==> src/rtl/sd_arb_pkg.sv <==
// Shared types and constants for the virtual-disk sector request arbiter.
// Device indices match the requester slot wiring used by the buffer steering.
package sd_arb_pkg;

  localparam int LBA_W = 32;
  localparam int DEV_W = 2;

  localparam logic [DEV_W-1:0] FDD0 = 2'd0;
  localparam logic [DEV_W-1:0] FDD1 = 2'd1;
  localparam logic [DEV_W-1:0] HDD  = 2'd2;

  typedef enum logic [1:0] {
    ST_IDLE  = 2'd0,
    ST_ISSUE = 2'd1,
    ST_XFER  = 2'd2,
    ST_DONE  = 2'd3
  } arb_state_t;

endpackage

==> src/rtl/sd_req_arbiter_rr_pick.sv <==
// Round-robin selector: first pending requester at or after rr_ptr,
// wrapping from NREQ-1 back to 0.
module rr_pick #(
  parameter int NREQ = 4
) (
  input  logic [NREQ-1:0] pending,
  input  logic [1:0]      rr_ptr,
  output logic            valid,
  output logic [1:0]      idx
);

  // Scan from the farthest slot back to rr_ptr so the nearest hit is written last.
  always_comb begin
    int j;
    valid = 1'b0;
    idx   = 2'd0;
    for (int k = NREQ - 1; k >= 0; k--) begin
      j = (int'(rr_ptr) + k) % NREQ;
      if (pending[j[1:0]]) begin
        valid = 1'b1;
        idx   = j[1:0];
      end
    end
  end

endmodule

==> src/rtl/sd_req_arbiter.sv <==
// Arbitrates virtual-disk sector read/write requests onto the single host
// request channel, with round-robin fairness, cancel and issue timeout.
//
// state    | meaning
// ---------+-----------------------------------------------------------
// ST_IDLE  | no grant; pick next pending requester from rr_ptr
// ST_ISSUE | sd_rd/sd_wr asserted, waiting for sd_ack; cancel/timeout
// ST_XFER  | host transferring; sd_ack routed to the granted req_ack
// ST_DONE  | one-cycle wrap-up; rr_ptr moves past the granted requester
module sd_req_arbiter
  import sd_arb_pkg::*;
#(
  parameter int NREQ  = 4,
  parameter int TMO_W = 24
) (
  input  logic                  clk_sys,
  input  logic                  reset_n,
  input  logic [NREQ-1:0]       req_rd,
  input  logic [NREQ-1:0]       req_wr,
  input  logic [NREQ*LBA_W-1:0] req_lba,
  output logic [NREQ-1:0]       req_ack,
  output logic [NREQ-1:0]       req_busy,
  output logic                  sd_rd,
  output logic                  sd_wr,
  output logic [LBA_W-1:0]      sd_lba,
  output logic [DEV_W-1:0]      sd_dev,
  input  logic                  sd_ack,
  output logic                  tmo_err
);

  arb_state_t       state;
  arb_state_t       state_nx;
  logic [1:0]       grant;
  logic [1:0]       rr_ptr;
  logic [TMO_W-1:0] tmo_cnt;

  logic [NREQ-1:0]  pending;
  logic [NREQ-1:0]  grant_oh;
  logic             pick_valid;
  logic [1:0]       pick_idx;
  logic             grant_live;
  logic             tmo_hit;
  logic [1:0]       ptr_after_grant;

  assign pending         = req_rd | req_wr;
  assign grant_oh        = NREQ'(1) << grant;
  assign grant_live      = |(pending & grant_oh);
  assign tmo_hit         = (state == ST_ISSUE) && !sd_ack && grant_live && (&tmo_cnt);
  assign ptr_after_grant = (grant == 2'(NREQ - 1)) ? 2'd0 : grant + 2'd1;
  assign sd_dev          = grant;

  rr_pick #(
    .NREQ (NREQ)
  ) u_rr_pick (
    .pending (pending),
    .rr_ptr  (rr_ptr),
    .valid   (pick_valid),
    .idx     (pick_idx)
  );

  always_ff @(posedge clk_sys or negedge reset_n) begin
    if (!reset_n) begin
      state <= ST_IDLE;
    end else begin
      state <= state_nx;
    end
  end

  // sd_ack wins over a same-cycle request drop or timeout.
  always_comb begin
    state_nx = state;
    unique case (state)
      ST_IDLE: begin
        if (pick_valid) state_nx = ST_ISSUE;
      end
      ST_ISSUE: begin
        if (sd_ack)             state_nx = ST_XFER;
        else if (!grant_live)   state_nx = ST_IDLE;
        else if (&tmo_cnt)      state_nx = ST_IDLE;
      end
      ST_XFER: begin
        if (!sd_ack) state_nx = ST_DONE;
      end
      ST_DONE: begin
        state_nx = ST_IDLE;
      end
      default: state_nx = ST_IDLE;
    endcase
  end

  always_comb begin
    req_busy = '0;
    req_ack  = '0;
    tmo_err  = tmo_hit;
    if (state != ST_IDLE) req_busy = grant_oh;
    if ((state == ST_ISSUE || state == ST_XFER) && sd_ack) req_ack = grant_oh;
  end

  always_ff @(posedge clk_sys or negedge reset_n) begin
    if (!reset_n) begin
      grant   <= 2'd0;
      rr_ptr  <= 2'd0;
      tmo_cnt <= '0;
      sd_lba  <= '0;
      sd_rd   <= 1'b0;
      sd_wr   <= 1'b0;
    end else begin
      if (state == ST_IDLE && pick_valid) begin
        grant   <= pick_idx;
        sd_lba  <= req_lba[int'(pick_idx)*LBA_W +: LBA_W];
        tmo_cnt <= '0;
        // A requester raising both lines is served as a read.
        sd_rd   <= req_rd[pick_idx];
        sd_wr   <= ~req_rd[pick_idx];
      end else if (state == ST_ISSUE) begin
        tmo_cnt <= tmo_cnt + 1'b1;
        if (state_nx != ST_ISSUE) begin
          sd_rd <= 1'b0;
          sd_wr <= 1'b0;
        end
        if (tmo_hit) rr_ptr <= ptr_after_grant;
      end else if (state == ST_DONE) begin
        rr_ptr <= ptr_after_grant;
      end
    end
  end

endmodule

==> config.mk <==
export PLATFORM = sky130hd
export DESIGN_NAME = sd_req_arbiter
export DESIGN_NICKNAME = d
export VERILOG_FILES = /design/src/rtl/sd_arb_pkg.sv /design/src/rtl/sd_req_arbiter_rr_pick.sv /design/src/rtl/sd_req_arbiter.sv
export SDC_FILE = /design/constraint.sdc
export NUM_CORES = 1
export LEC_CHECK = 0
export BUFFER_PORTS_ARGS = -buffer_cell sky130_fd_sc_hd__buf_4
export CAP_MARGIN = 30
export CORE_MARGIN = 2
export CORE_UTILIZATION = 42
export CTS_BUF_LIST = sky130_fd_sc_hd__clkbuf_16
export DETAILED_ROUTE_END_ITERATION = 6
export HOLD_SLACK_MARGIN = 0.15
export PLACE_DENSITY = 0.87
export SETUP_SLACK_MARGIN = 0.1
export SYNTH_ARGS = -nofsm -noshare
export SYNTH_HDL_FRONTEND = slang
export SYNTH_SLANG_ARGS = --single-unit
export TNS_END_PERCENT = 20
==> constraint.sdc <==
create_clock -name clk_sys -period 2 [get_ports clk_sys]
set_input_delay 0.3 -clock clk_sys [delete_from_list [all_inputs] [get_ports clk_sys]]
set_output_delay 0.3 -clock clk_sys [all_outputs]
set_load 0.02 [all_outputs]
; Word-level counts from Yosys, hierarchy flattened
; Cells that the tools add are included.
[totals]
ff_bits = 64
in_bits = 139
out_inout_bits = 45
word_cells = 81
[classes]
add_sub_neg = 5
order_cmp = 5
n_eq_ne = 6
shift = 2
muxes = 36
bitwise = 4
n_reduce_logical = 16
[ops]
columns = operator, n
row1 = 128-bit by 8-bit indexed part select with 32-bit output, 1
row2 = 24-bit two-way mux, 2
row3 = 2-bit two-way mux, 13
row4 = 24-bit by 1-bit adder with 24-bit output (second input constant), 1
row5 = 24-bit AND reduction, 1
row6 = 2-bit by 3-bit < comparator with 1-bit output (second input constant), 5
row7 = 1-bit two-way mux, 13
row8 = 1-bit binary-select mux with 2-bit select, 5
row9 = 4-bit two-way mux, 2
row10 = 2-bit one-hot mux with 4 select lines, 1
row11 = 2-bit nonzero test, 4
row12 = 2-bit == test (second input constant), 3
row13 = 1-bit logical AND, 5
row14 = 2-bit by 1-bit adder with 2-bit output (second input constant), 2
row15 = 2-bit adder (second input constant), 2
row16 = 4-bit bitwise AND, 1
row17 = 4-bit OR, 1
row18 = 4-bit OR reduction, 1
row19 = 1-bit by 2-bit << shifter with 4-bit output (first input constant), 1
row20 = 3-bit AND reduction, 1
row21 = 2-bit by 1-bit == test with 1-bit output (second input constant), 1
row22 = 2-bit logical NOT, 1
row23 = 2-bit by 1-bit != test with 1-bit output (second input constant), 1
row24 = 2-bit != test (second input constant), 1
row25 = 4 further kinds, 5

; Depth between registers and ports, before layout
; Gate-level depths: netlist of run 1.
[logic_depth]
depth_word = 13
depth_mapped = 9
ltp_nobuf = 8

; Hierarchy
; Synthesis of run 1 repeated with hierarchy kept, for this count alone.
[hier_totals]
cells_unflattened = 384
hier_area_um2 = 3933.8
[modules_own_cells]
columns = mod, instances, cells_each, area_per_inst_um2, seq_area_each_um2
row1 = sd_req_arbiter, 1, 371, 3856.2, 1601.5
row2 = rr_pick, 1, 13, 77.6, 0.0

; Least setup slack after synthesis of run 1
; No wires, ideal clock.
[synth_path]
kind = flip-flop to flip-flop
from = register tmo_cnt[17]
to = register rr_ptr[0]
setup_time_ps = 127
arrival_ps = 2140
required_time_ps = 1873
path_slack_ps = -268
stages_incl_launch_ff = 7
path_buffers = 0
synth_period_minus_slack_ps = 2268
cell_sequence = dfrtp_1 -> and4_4 -> nand3_2 -> or4_4 -> nor3_2 -> o21a_1 -> mux2_1
[synth_via]
elab_chain_len = 4
[synth_rtl]
columns = item, line_no
row1 = from (decl), sd_req_arbiter.sv:35  ; logic [TMO_W-1:0] tmo_cnt;
row2 = from (signal assigned), sd_req_arbiter.sv:116  ; tmo_cnt <= tmo_cnt + 1'b1;
row3 = 24-bit AND reduction, sd_req_arbiter.sv:48  ; assign tmo_hit = (state == ST_ISSUE) && !sd_ack && grant_live && (&tmo_cnt);
row4 = 1-bit logical AND, sd_req_arbiter.sv:48
row5 = via tmo_err, sd_req_arbiter.sv:28  ; output logic tmo_err
row6 = 2-bit != test (no line), --
row7 = 3-bit AND reduction (no line), --
row8 = to (signal assigned), sd_req_arbiter.sv:121  ; if (tmo_hit) rr_ptr <= ptr_after_grant;
row9 = to (signal assigned), sd_req_arbiter.sv:123  ; rr_ptr <= ptr_after_grant;
row10 = to (decl), sd_req_arbiter.sv:34  ; logic [1:0] rr_ptr;
; The timed path passes the listed nets, and every way through them passes these cells.
; A chain may end at the register's enable or synchronous reset.

; Worst setup path after layout of run 1
[layout_path]
from = register grant[1] (netlist: sd_dev[1])
to = output port tmo_err
[layout_via]
elab_chain_len = 5
[layout_rtl]
columns = item, line_no
row1 = from (decl), sd_req_arbiter.sv:33  ; logic [1:0] grant;
row2 = from (signal assigned), sd_req_arbiter.sv:109  ; grant <= pick_idx;
row3 = 1-bit by 2-bit << shifter with 4-bit output, sd_req_arbiter.sv:46  ; assign grant_oh = NREQ'(1) << grant;
row4 = 4-bit bitwise AND, sd_req_arbiter.sv:47  ; assign grant_live = |(pending & grant_oh);
row5 = 4-bit OR reduction, sd_req_arbiter.sv:47
row6 = 1-bit logical AND (2 in series), sd_req_arbiter.sv:48
row7 = to (decl), sd_req_arbiter.sv:28
; No other way between the ends.

==> results by group, run 1 <==
Outcome
  • Status: finished, violations left
  • Failing checks: setup timing

GRT
  • Remaining Overflow, GRT: 0
  • First-pass GRT wire length: ~19 mm
  • Gr usage total: a little under a quarter
  • Initial antenna violation count: 0
  • Vias in the first global route: ~4000
  • Largest net degree at the start of global routing: 65

Clock tree
  • Clk buf depth: 2
  • CTS Buf Count: 9
  • Worst-skew pair later-pin latency: between 300 and 400 ps
  • Clock Root Buffer: clkbuf_16
  • H-tree levels: 3
  • TritonCTS Sinks: between 60 and 70
  • CTS tree: done
  • Reg clk slew, reported paths: ~50 ps

STA
  • Fmax: around 470 MHz
  • Clock Skews: approximately 6.0 ps
  • Min Tclk post-route: about 2100 ps
  • Hold_ws: 245 ps
  • Unrepaired setup endpoints after global routing: true
  • Max_slew headroom: 45.9%
  • Max Slew Vio Count: 0
  • Final period util: 107%
  • Final Worst Setup Slack: -134 ps
  • Final Hold Fails: 0
  • Slew @ Worst Pin: between 800 and 900 ps
  • Endpoints failing setup: 5
  • Setup TNS: -361 ps

Logic synthesis
  • Sequential element share of the synthesized area: between 40% and 50%
  • Async SR Flop Fraction: 100%
  • Synthesized area: about 3800 um^2
  • Syn Area/Cell: just over 10 um^2
  • Seq cells post-synth: 64
  • Yosys warns: 0
  • Mapped Nets: between 500 and 600
  • Top cells by area, synth: dfrtp_1, mux2i_1, a2bb2oi_1
  • Post-Syn Instances: 378
  • Ys flop type: dfrtp_1
  • Synth area leader: dfrtp_1
  • Post-synth top area share: 41.7%
  • Yosys cell types: between 40 and 50
  • EDFF count, synth: 0

Layout
  • Fin util: a little under three quarters
  • # diodes: 0
  • Area grow syn2layout: 63.4%
  • Filler cell count: just under 600
  • Design area: between 6000 and 7000 um^2
  • Net count, final: 760
  • Share of layout cells above drive strength 1: between 40 and 50%

Die
  • Die W: around 100 um
  • Die height: around 100 um
  • Standard-cell rows: 34
  • Top-level I/O count: roughly 180
  • Initial Util: between 40% and 50%
  • Die Footprint: between 9000 and 10000 um^2
  • Core area: roughly 8800 um^2

Placed design
  • Placed cell area: around 5700 um^2
  • Placer Congestion: about 0.94
  • Port bufs: around 180
  • Post-DP HPWL: 8.90 mm
  • Setup WS pre-CTS: -69.4 ps

Hold path
  • Hold_sp: req_lba[20]
  • Hold endpoint: sd_lba[20]
  • Hold Crit Depth: 3
  • Type of the worst min-delay path: in2reg

Setup path
  • CP Capture Type: output pin
  • Worst setup path startpoint: sd_dev[1]
  • Critical path required time: 1700 ps
  • Crit-path max FO: 4
  • Critical R2R Launch: tmo_cnt[3]
  • Kind of critical path: reg2out
  • Worst EP arrival: roughly 1800 ps
  • Register-to-Register Path Depth: 7
  • R2r endpoint: sd_wr
  • Startpoint Class: register
  • R2R setup slack: -80 ps

Detailed routing
  • Wire per inst: roughly 17 um
  • Vias per cell: between 5 and 6
  • Drt pass-1 iters: 4
  • DRC: 0
  • Via count: 3971
  • Detail Route Antenna Nets: 0
  • Post-Route WL: ~13 mm
  • First DRT Iteration DRCs: about 190

Pwr
  • Combinational share of power: 58.6%
  • Lkg Pwr: slightly above 3 nW
  • Clock power share: about 17%
  • Sw Ratio: 39.8%
  • Maximum vdd drop: roughly 0.94 mV
  • Int Pwr: just over 0.005 W
  • Net Sw Power: approximately 0.0034 W
  • Sequential share of power: about a quarter
  • Power Density: about 1400 nW/um^2

Job
  • # Max-Cap Violations: 0
[placed cells by master (no fill, tap or decap), types with 3 or more instances in the layout]
cell type / Yosys / layout
a2bb2oi_1: 32 / 29
a2bb2oi_2: 0 / 3
and3_1: 7 / 6
and4_4: 2 / 3
buf_12: 0 / 3
buf_4: 0 / 234
buf_6: 0 / 4
clkbuf_16: 0 / 9
dfrtp_1: 64 / 61
dfrtp_2: 0 / 3
ha_1: 9 / 4
ha_4: 0 / 4
inv_1: 8 / 7
mux2i_1: 68 / 65
nand2_1: 14 / 13
nand3_1: 10 / 9
nand4_1: 8 / 8
nor2_1: 29 / 28
nor2b_1: 7 / 6
nor3_1: 3 / 3
o21ai_0: 14 / 7
o21ai_1: 28 / 32
o21ai_2: 0 / 3
xnor2_1: 7 / 7
xor2_1: 15 / 15
[logic make-up after synthesis]
family,after synthesis,synth area share (%)
muxes,70,18.3
adders and majority gates,9,2.93
DFF,64,41.7
and+or+nand+nor,94,12.8
xor gates and xnor gates,22,5.01
buffers and inverters,29,3.06
AOI/OAI and AO/OA,90,16.2
[per-layer routing]
| layer | vias up | track usage (%) | routed length [um] |
|---|---|---|---|
| met4 | 0 | 11.2 | 382 |
| met5 | - | 0 | 0 |
| met2 | 165 | 42.5 | 6700 |
| met1 | 1915 | 27.5 | 4860 |
| li1 | 1861 | - | - |
| met3 | 30 | 3.72 | 627 |
[power groups by stage]
stage / Combinational, W / Clock, W / Sequential, W
finish: 0.00500 / 0.00148 / 0.00206
global placement: 0.00439 / 0 / 0.00201
detailed placement: 0.00456 / 0 / 0.00203
CTS: 0.00460 / 0.00150 / 0.00202
floorplan: 0.00234 / 0 / 0.00241
global route: 0.00532 / 0.00155 / 0.00211
[final cells by class]
type                            count  area (um^2)  area share, %
Multi-Input combinational cell    285         2310           36.8
Timing Repair Buffer              244         1910           30.5
Sequential cell                    64         1610           25.6
Clock buffer                        9          225           3.59
Tap cell                          108          135           2.15
Clock inverter                      7         55.1          0.877
Inverter                            8         32.5          0.518
[Yosys cell counts, types with 2 or more instances]
library cell	instances
nand4_1	8
mux2i_1	68
and4_4	2
nor3_1	3
o221ai_1	2
xor2_1	15
a2bb2oi_1	32
nand3_1	10
and3_1	7
nor4_1	2
o21a_1	2
a21oi_1	4
o211ai_1	2
buf_2	7
ha_1	9
inv_1	8
o21ai_0	14
and4_1	2
nor2_1	29
mux2_1	2
dfrtp_1	64
xnor2_1	7
buf_1	2
o21ai_1	28
nand2_1	14
nand2b_1	2
nor2b_1	7
clkbuf_1	12
[critical path: stages, from the launching register on]
cell,delay [ps]
dfrtp_2,460
inv_2,140
ha_4,160
o21ai_2,60
nand4_1,200
nand2_2,110
nor3_4,230
buf_6,150
[registers in the layout (all words and copies together), names as in the netlist]
register  count
tmo_cnt      24
sd_rd         1
sd_wr         1
sd_lba       32
rr_ptr        2
state         2
sd_dev        2
[per-stage QoR]
stage	total power, W	cells
after floorplan	0.00475	378
after global placement	0.00640	692
after detailed placement	0.00658	692
after CTS	0.00811	712
after global routing	0.00898	725
final	0.00853	725
[worst max-delay path by stage]
stage / endpoint / depth (start not counted)
after floorplan: rr_ptr[0] / 6
after global placement: sd_lba[3] / 9
after detailed placement: sd_lba[30] / 9
after CTS: tmo_err / 5
after global routing: tmo_err / 5
final: tmo_err / 7
[timing repair]
action	in CTS	in global routing
gates resized for setup	4	48
buffers inserted	3	14
setup endpoints to repair	9	46
endpoints found under the hold margin	64	0
pin swaps	4	27
hold buffers	1	0
No activity file was read; power rests on OpenSTA's default activity.
==> inputs of run 2 (changes only) <==
--- a/config.mk
+++ b/config.mk
@@ -8,12 +8,13 @@
 export BUFFER_PORTS_ARGS = -buffer_cell sky130_fd_sc_hd__buf_4
 export CAP_MARGIN = 30
 export CORE_MARGIN = 2
-export CORE_UTILIZATION = 42
-export CTS_BUF_LIST = sky130_fd_sc_hd__clkbuf_16
+export CORE_UTILIZATION = 44
+export CTS_BUF_LIST = sky130_fd_sc_hd__clkbuf_8
 export DETAILED_ROUTE_END_ITERATION = 6
 export HOLD_SLACK_MARGIN = 0.15
-export PLACE_DENSITY = 0.87
+export PLACE_DENSITY = 0.9
 export SETUP_SLACK_MARGIN = 0.1
+export SLEW_MARGIN = 20
 export SYNTH_ARGS = -nofsm -noshare
 export SYNTH_HDL_FRONTEND = slang
 export SYNTH_SLANG_ARGS = --single-unit
==> results by group, run 2 (synthesis gave the netlist of run 1 again) <==
Outcome
  • Status: finished, violations left
  • Failing checks: setup timing

Detailed routing
  • First DRT Iteration DRCs: about 150
  • Detail Route Antenna Nets: 0
  • DRC: 0
  • Vias per cell: roughly 5.5
  • Drt pass-1 iters: 4
  • Post-Route WL: approximately 12 mm
  • Wire per inst: between 15 and 20 um
  • Via count: 3942

Setup path
  • CP max-delay cell: or4_4
  • CP peak stage delay: 460 ps
  • Register-to-Register Path Depth: 7
  • Worst EP arrival: ~1900 ps
  • Kind of critical path: reg2out
  • Critical Path End: tmo_err
  • CP cell instances: and4_1, nand4_1, or4_4, nor3_4, buf_4, buf_6
  • Critical R2R Launch: tmo_cnt[9]
  • Critical path required time: roughly 1700 ps
  • CP Capture Type: output pin
  • Largest delay share family, worst path: simple AND/OR/NAND/NOR gates
  • R2r endpoint: sd_wr
  • Crit-path max FO: 2
  • Worst setup path startpoint: tmo_cnt[9]
  • Critical Path Stages: 6
  • R2R setup slack: -110 ps
  • Crit path buf inv count: 2
  • Startpoint Class: register

Die
  • Initial Util: approximately 45%
  • Standard-cell rows: 34
  • Die Footprint: ~9500 um^2
  • Die height: slightly below 100 um
  • Top-level I/O count: roughly 180
  • Die W: 97.5 um
  • Core area: around 8600 um^2

Layout
  • Commonest non-fill, non-tap cell in the layout: buf_4
  • Max reg flops: 32
  • Share of layout cells above drive strength 1: about 45%
  • Leading registers by flop count: sd_lba (32), tmo_cnt (24)
  • Multi-input gate area: 2240 um^2
  • Largest Register: sd_lba
  • Register area: 1600 um^2
  • Most used cells in the layout excluding fill and tap cells: buf_4, mux2i_1, dfrtp_1
  • # diodes: 0
  • Filler cell count: around 610
  • Design area: roughly 6100 um^2
  • Area grow syn2layout: 58.5%
  • Net count, final: approximately 760

STA
  • Slew @ Worst Pin: ~830 ps
  • Unrepaired setup endpoints after global routing: true
  • Final Worst Setup Slack: -204 ps
  • Fmax: between 400 and 500 MHz
  • Setup TNS: -419 ps
  • Max Slew Vio Count: 0
  • Clock Skews: 14.6 ps
  • Final Hold Fails: 0
  • Max_slew headroom: between 40 and 50%
  • Min Tclk post-route: about 2200 ps
  • Final period util: 110%
  • Endpoints failing setup: 5

GRT
  • Gr usage total: between 20% and 30%
  • Remaining Overflow, GRT: 0
  • First-pass GRT wire length: between 15 and 20 mm
  • Initial antenna violation count: 0
  • Largest net degree at the start of global routing: 65
  • Vias in the first global route: slightly above 4000

Clock tree
  • CTS Buf Count: 9
  • Reg clk slew, reported paths: about 80 ps
  • Worst-skew pair later-pin latency: approximately 350 ps
  • Clock Root Buffer: clkbuf_8
  • H-tree levels: 3
  • Clk buf depth: 2
  • TritonCTS Sinks: 64
  • CTS tree: done

Placed design
  • Port bufs: about 180
  • Post-DP HPWL: about 9.1 mm
  • Placed cell area: roughly 5700 um^2
  • Placer Congestion: 0.886

Pwr
  • Net Sw Power: 0.00323 W
  • Sequential share of power: between 20% and 30%
  • Int Pwr: 0.00476 W
  • Maximum vdd drop: approximately 0.61 mV
  • Lkg Pwr: 3.06 nW
  • Overall Power: 0.00799 W
  • Clock power share: 15.2%
  • Sw Ratio: between 40% and 50%
  • Combinational share of power: between 50% and 60%
  • Power Density: about 1300 nW/um^2

Hold path
  • Type of the worst min-delay path: in2reg
  • Hold Crit Depth: 3

Job
  • # Max-Cap Violations: 0
[run 2: what timing repair did]
action                     4_1_cts  5_1_grt
setup buffers                    1       13
hold buffers                     1        0
hold endpoints to repair        64        0
pin swaps                        5        9
setup endpoints to repair        6       53
gates resized for setup          3       17
[run 2: worst register-to-register path, cell delays in order, from the launching register on]
cell and delay [ps]:
dfrtp_1 370, and4_1 220, nand4_1 130, or4_4 460, buf_4 160, and4_4 180
o2111a_1 260, a2bb2o_4 220
[run 2: worst min path at each step]
| stage | from | end | slack [ps] |
|---|---|---|---|
| 2_1_floorplan | reset_n | rr_ptr[0] | 4 |
| 3_3_place_gp | reset_n | sd_lba[31] | 440 |
| 3_5_place_dp | reset_n | sd_lba[25] | 440 |
| 4_1_cts | req_lba[15] | sd_lba[15] | 210 |
| 5_1_grt | req_lba[15] | sd_lba[15] | 210 |
| 6_report | req_lba[15] | sd_lba[15] | 220 |
[run 2: routing by layer]
metal / up-vias / track usage [%] / routed length (um)
li1: 1853 / - / -
met2: 160 / 44.6 / 6410
met4: 0 / 10.9 / 357
met5: - / 0 / 0
met1: 1894 / 27.7 / 4580
met3: 35 / 5.97 / 728
[run 2: cell type report]
| cell class | count | area share, % |
|---|---|---|
| clock buffer | 10 | 2.26 |
| timing repair buffer | 241 | 30.6 |
| multi-input combinational | 285 | 36.9 |
| inverter | 8 | 0.493 |
| sequential | 64 | 26.3 |
| tap | 108 | 2.22 |
| clock inverter | 6 | 1.25 |
[run 2: through the flow]
stage                     hold slack (ps)  util (%)  std cells  worst slack (ps)
after floorplan                      4.41         -        378              -115
after global placement                437      66.0        692             -16.9
after detailed placement              441      66.0        692             -72.9
after CTS                             208      68.9        710              -247
after global routing                  215      70.9        722              -278
final                                 219      70.9        722              -204
[run 2: power by group through the flow]
stage	Clock, W	Combinational [W]	Sequential (W)
finish	0.00122	0.00475	0.00202
CTS	0.00124	0.00455	0.00201
global route	0.00129	0.00509	0.00207
detailed placement	0	0.00452	0.00203
floorplan	0	0.00234	0.00241
global placement	0	0.00436	0.00201
==> inputs of run 3 (changes only) <==
==> constraint.sdc (replaced) <==
create_clock -name clk_sys -period 2 [get_ports clk_sys]
set_input_delay 0.3 -clock clk_sys [delete_from_list [all_inputs] [get_ports clk_sys]]
set_output_delay 0.3 -clock clk_sys [all_outputs]
set_load 0.01 [all_outputs]
==> results by group, run 3 (synthesis gave the netlist of run 1 again) <==
Pwr
  • Overall Power: roughly 0.0077 W
  • Lkg Pwr: between 3 and 4 nW
  • Combinational share of power: just under 60%
  • Sw Ratio: about two fifths
  • Power Density: approximately 1300 nW/um^2
  • Maximum vdd drop: roughly 0.6 mV
  • Net Sw Power: ~0.0029 W
  • Int Pwr: roughly 0.0047 W
  • Sequential share of power: between 20% and 30%
  • Clock power share: 15.9%

Placed design
  • Placer Congestion: approximately 0.9
  • Placed cell area: approximately 5700 um^2
  • Post-DP HPWL: a little over 9 mm
  • Port bufs: between 150 and 200

Layout
  • Max reg flops: 32
  • Area grow syn2layout: 58.5%
  • Share of layout cells above drive strength 1: between 40% and 50%
  • Net count, final: between 700 and 800
  • Fin util: a little under three quarters
  • Design area: 6090 um^2
  • Largest Register: sd_lba
  • Leading registers by flop count: sd_lba (32), tmo_cnt (24)
  • Most used cells in the layout excluding fill and tap cells: buf_4, mux2i_1, dfrtp_1
  • # diodes: 0
  • Commonest non-fill, non-tap cell in the layout: buf_4

Detailed routing
  • Via count: between 3000 and 4000
  • DRC: 0
  • Vias per cell: ~5.5
  • First DRT Iteration DRCs: approximately 150
  • Post-Route WL: about 12 mm
  • Drt pass-1 iters: 4
  • Wire per inst: ~17 um
  • Detail Route Antenna Nets: 0

GRT
  • First-pass GRT wire length: ~19 mm
  • Initial antenna violation count: 0
  • Gr usage total: 24.8%
  • Vias in the first global route: just over 4000
  • Remaining Overflow, GRT: 0
  • Largest net degree at the start of global routing: 65

STA
  • Unrepaired setup endpoints after global routing: true
  • Final Hold Fails: 0
  • Clock Skews: 14.6 ps
  • Final Worst Setup Slack: -189 ps
  • Fmax: about 460 MHz
  • Max_slew headroom: 44.8%
  • Final period util: 109%
  • Min Tclk post-route: between 2000 and 2500 ps
  • Endpoints failing setup: 5
  • Max Slew Vio Count: 0
  • Slew @ Worst Pin: approximately 830 ps
  • Hold_ws: around 220 ps

Setup path
  • Crit-path max FO: 2
  • CP peak stage delay: approximately 460 ps
  • CP max-delay cell: or4_4
  • Startpoint Class: register
  • CP cell instances: and4_1, nand4_1, or4_4, nor3_4, buf_4, buf_6
  • Critical path required time: 1700 ps
  • Kind of critical path: reg2out
  • CP Capture Type: output pin
  • Worst EP arrival: around 1900 ps

Outcome
  • Failing checks: setup timing
  • Status: finished, violations left

Clock tree
  • CTS Buf Count: 9
  • Clk buf depth: 2
  • Worst-skew pair later-pin latency: approximately 350 ps
  • TritonCTS Sinks: 64
  • CTS tree: done
  • Reg clk slew, reported paths: 80 ps
  • H-tree levels: 3
  • Clock Root Buffer: clkbuf_8

Die
  • Initial Util: roughly 45%
  • Top-level I/O count: 184
  • Die Footprint: 9500 um^2
  • Standard-cell rows: 34
  • Core area: between 8000 and 9000 um^2
  • Die height: a little under 100 um
  • Die W: 97.5 um

Hold path
  • Type of the worst min-delay path: in2reg

Job
  • # Max-Cap Violations: 0
-- run 3: critical path, delay by kind of cell (launching register included) --
kind,cells,cell delay (ps)
buffers and inverters,2,220
AND/OR/NAND/NOR,4,950
flip-flops,1,370
-- run 3: cell type report --
class,count,area (um^2)
well taps,108,135
flip-flops and latches,64,1600
clock inverters,6,76.3
repair buffers,241,1870
fillers,612,2500
multi-input cells,285,2240
inverters,8,30.0
clock buffers,10,138
-- run 3: final timing paths --
path,start,endpoint,slack (ps),depth (start not counted)
max reg2reg,tmo_cnt[9],sd_wr,-110,7
min in group asynchronous,reset_n,sd_lba[25],600,2
max,tmo_cnt[9],tmo_err,-190,6
min reg2reg,sd_lba[1],sd_lba[1],510,2
max in group asynchronous,reset_n,sd_lba[3],860,2
min,req_lba[15],sd_lba[15],220,3
-- run 3: what timing repair did --
| item | 4_1_cts | 5_1_grt |
|---|---|---|
| buffers inserted | 1 | 13 |
| endpoints found under the hold margin | 64 | 0 |
| hold buffers | 1 | 0 |
| gates cloned | 0 | 0 |
| resized for setup | 3 | 17 |
| pin swaps | 5 | 9 |
| setup endpoints to repair | 6 | 48 |
-- run 3: power groups by stage --
stage | Sequential [W] | Clock, W | Combinational [W]
2_1_floorplan | 0.00215 | 0 | 0.00230
3_3_place_gp | 0.00201 | 0 | 0.00403
3_5_place_dp | 0.00203 | 0 | 0.00420
4_1_cts | 0.00201 | 0.00124 | 0.00423
5_1_grt | 0.00207 | 0.00129 | 0.00477
6_report | 0.00202 | 0.00122 | 0.00443
-- run 3: per-stage QoR --
stage	setup TNS, ps	worst slack, ps	std cells
after global placement	-16.9	-16.9	692
after global routing	-713	-263	722
after detailed placement	-418	-72.9	692
after CTS	-415	-232	710
after floorplan	-62.3	-31.2	378
final	-403	-189	722
-- run 3: per-layer routing --
metal  GRT usage [%]  share of wire (%)
met1            27.7                 38
met2            44.6                 53
met3            5.97                6.0
met4            10.9                3.0
met5               0                  0
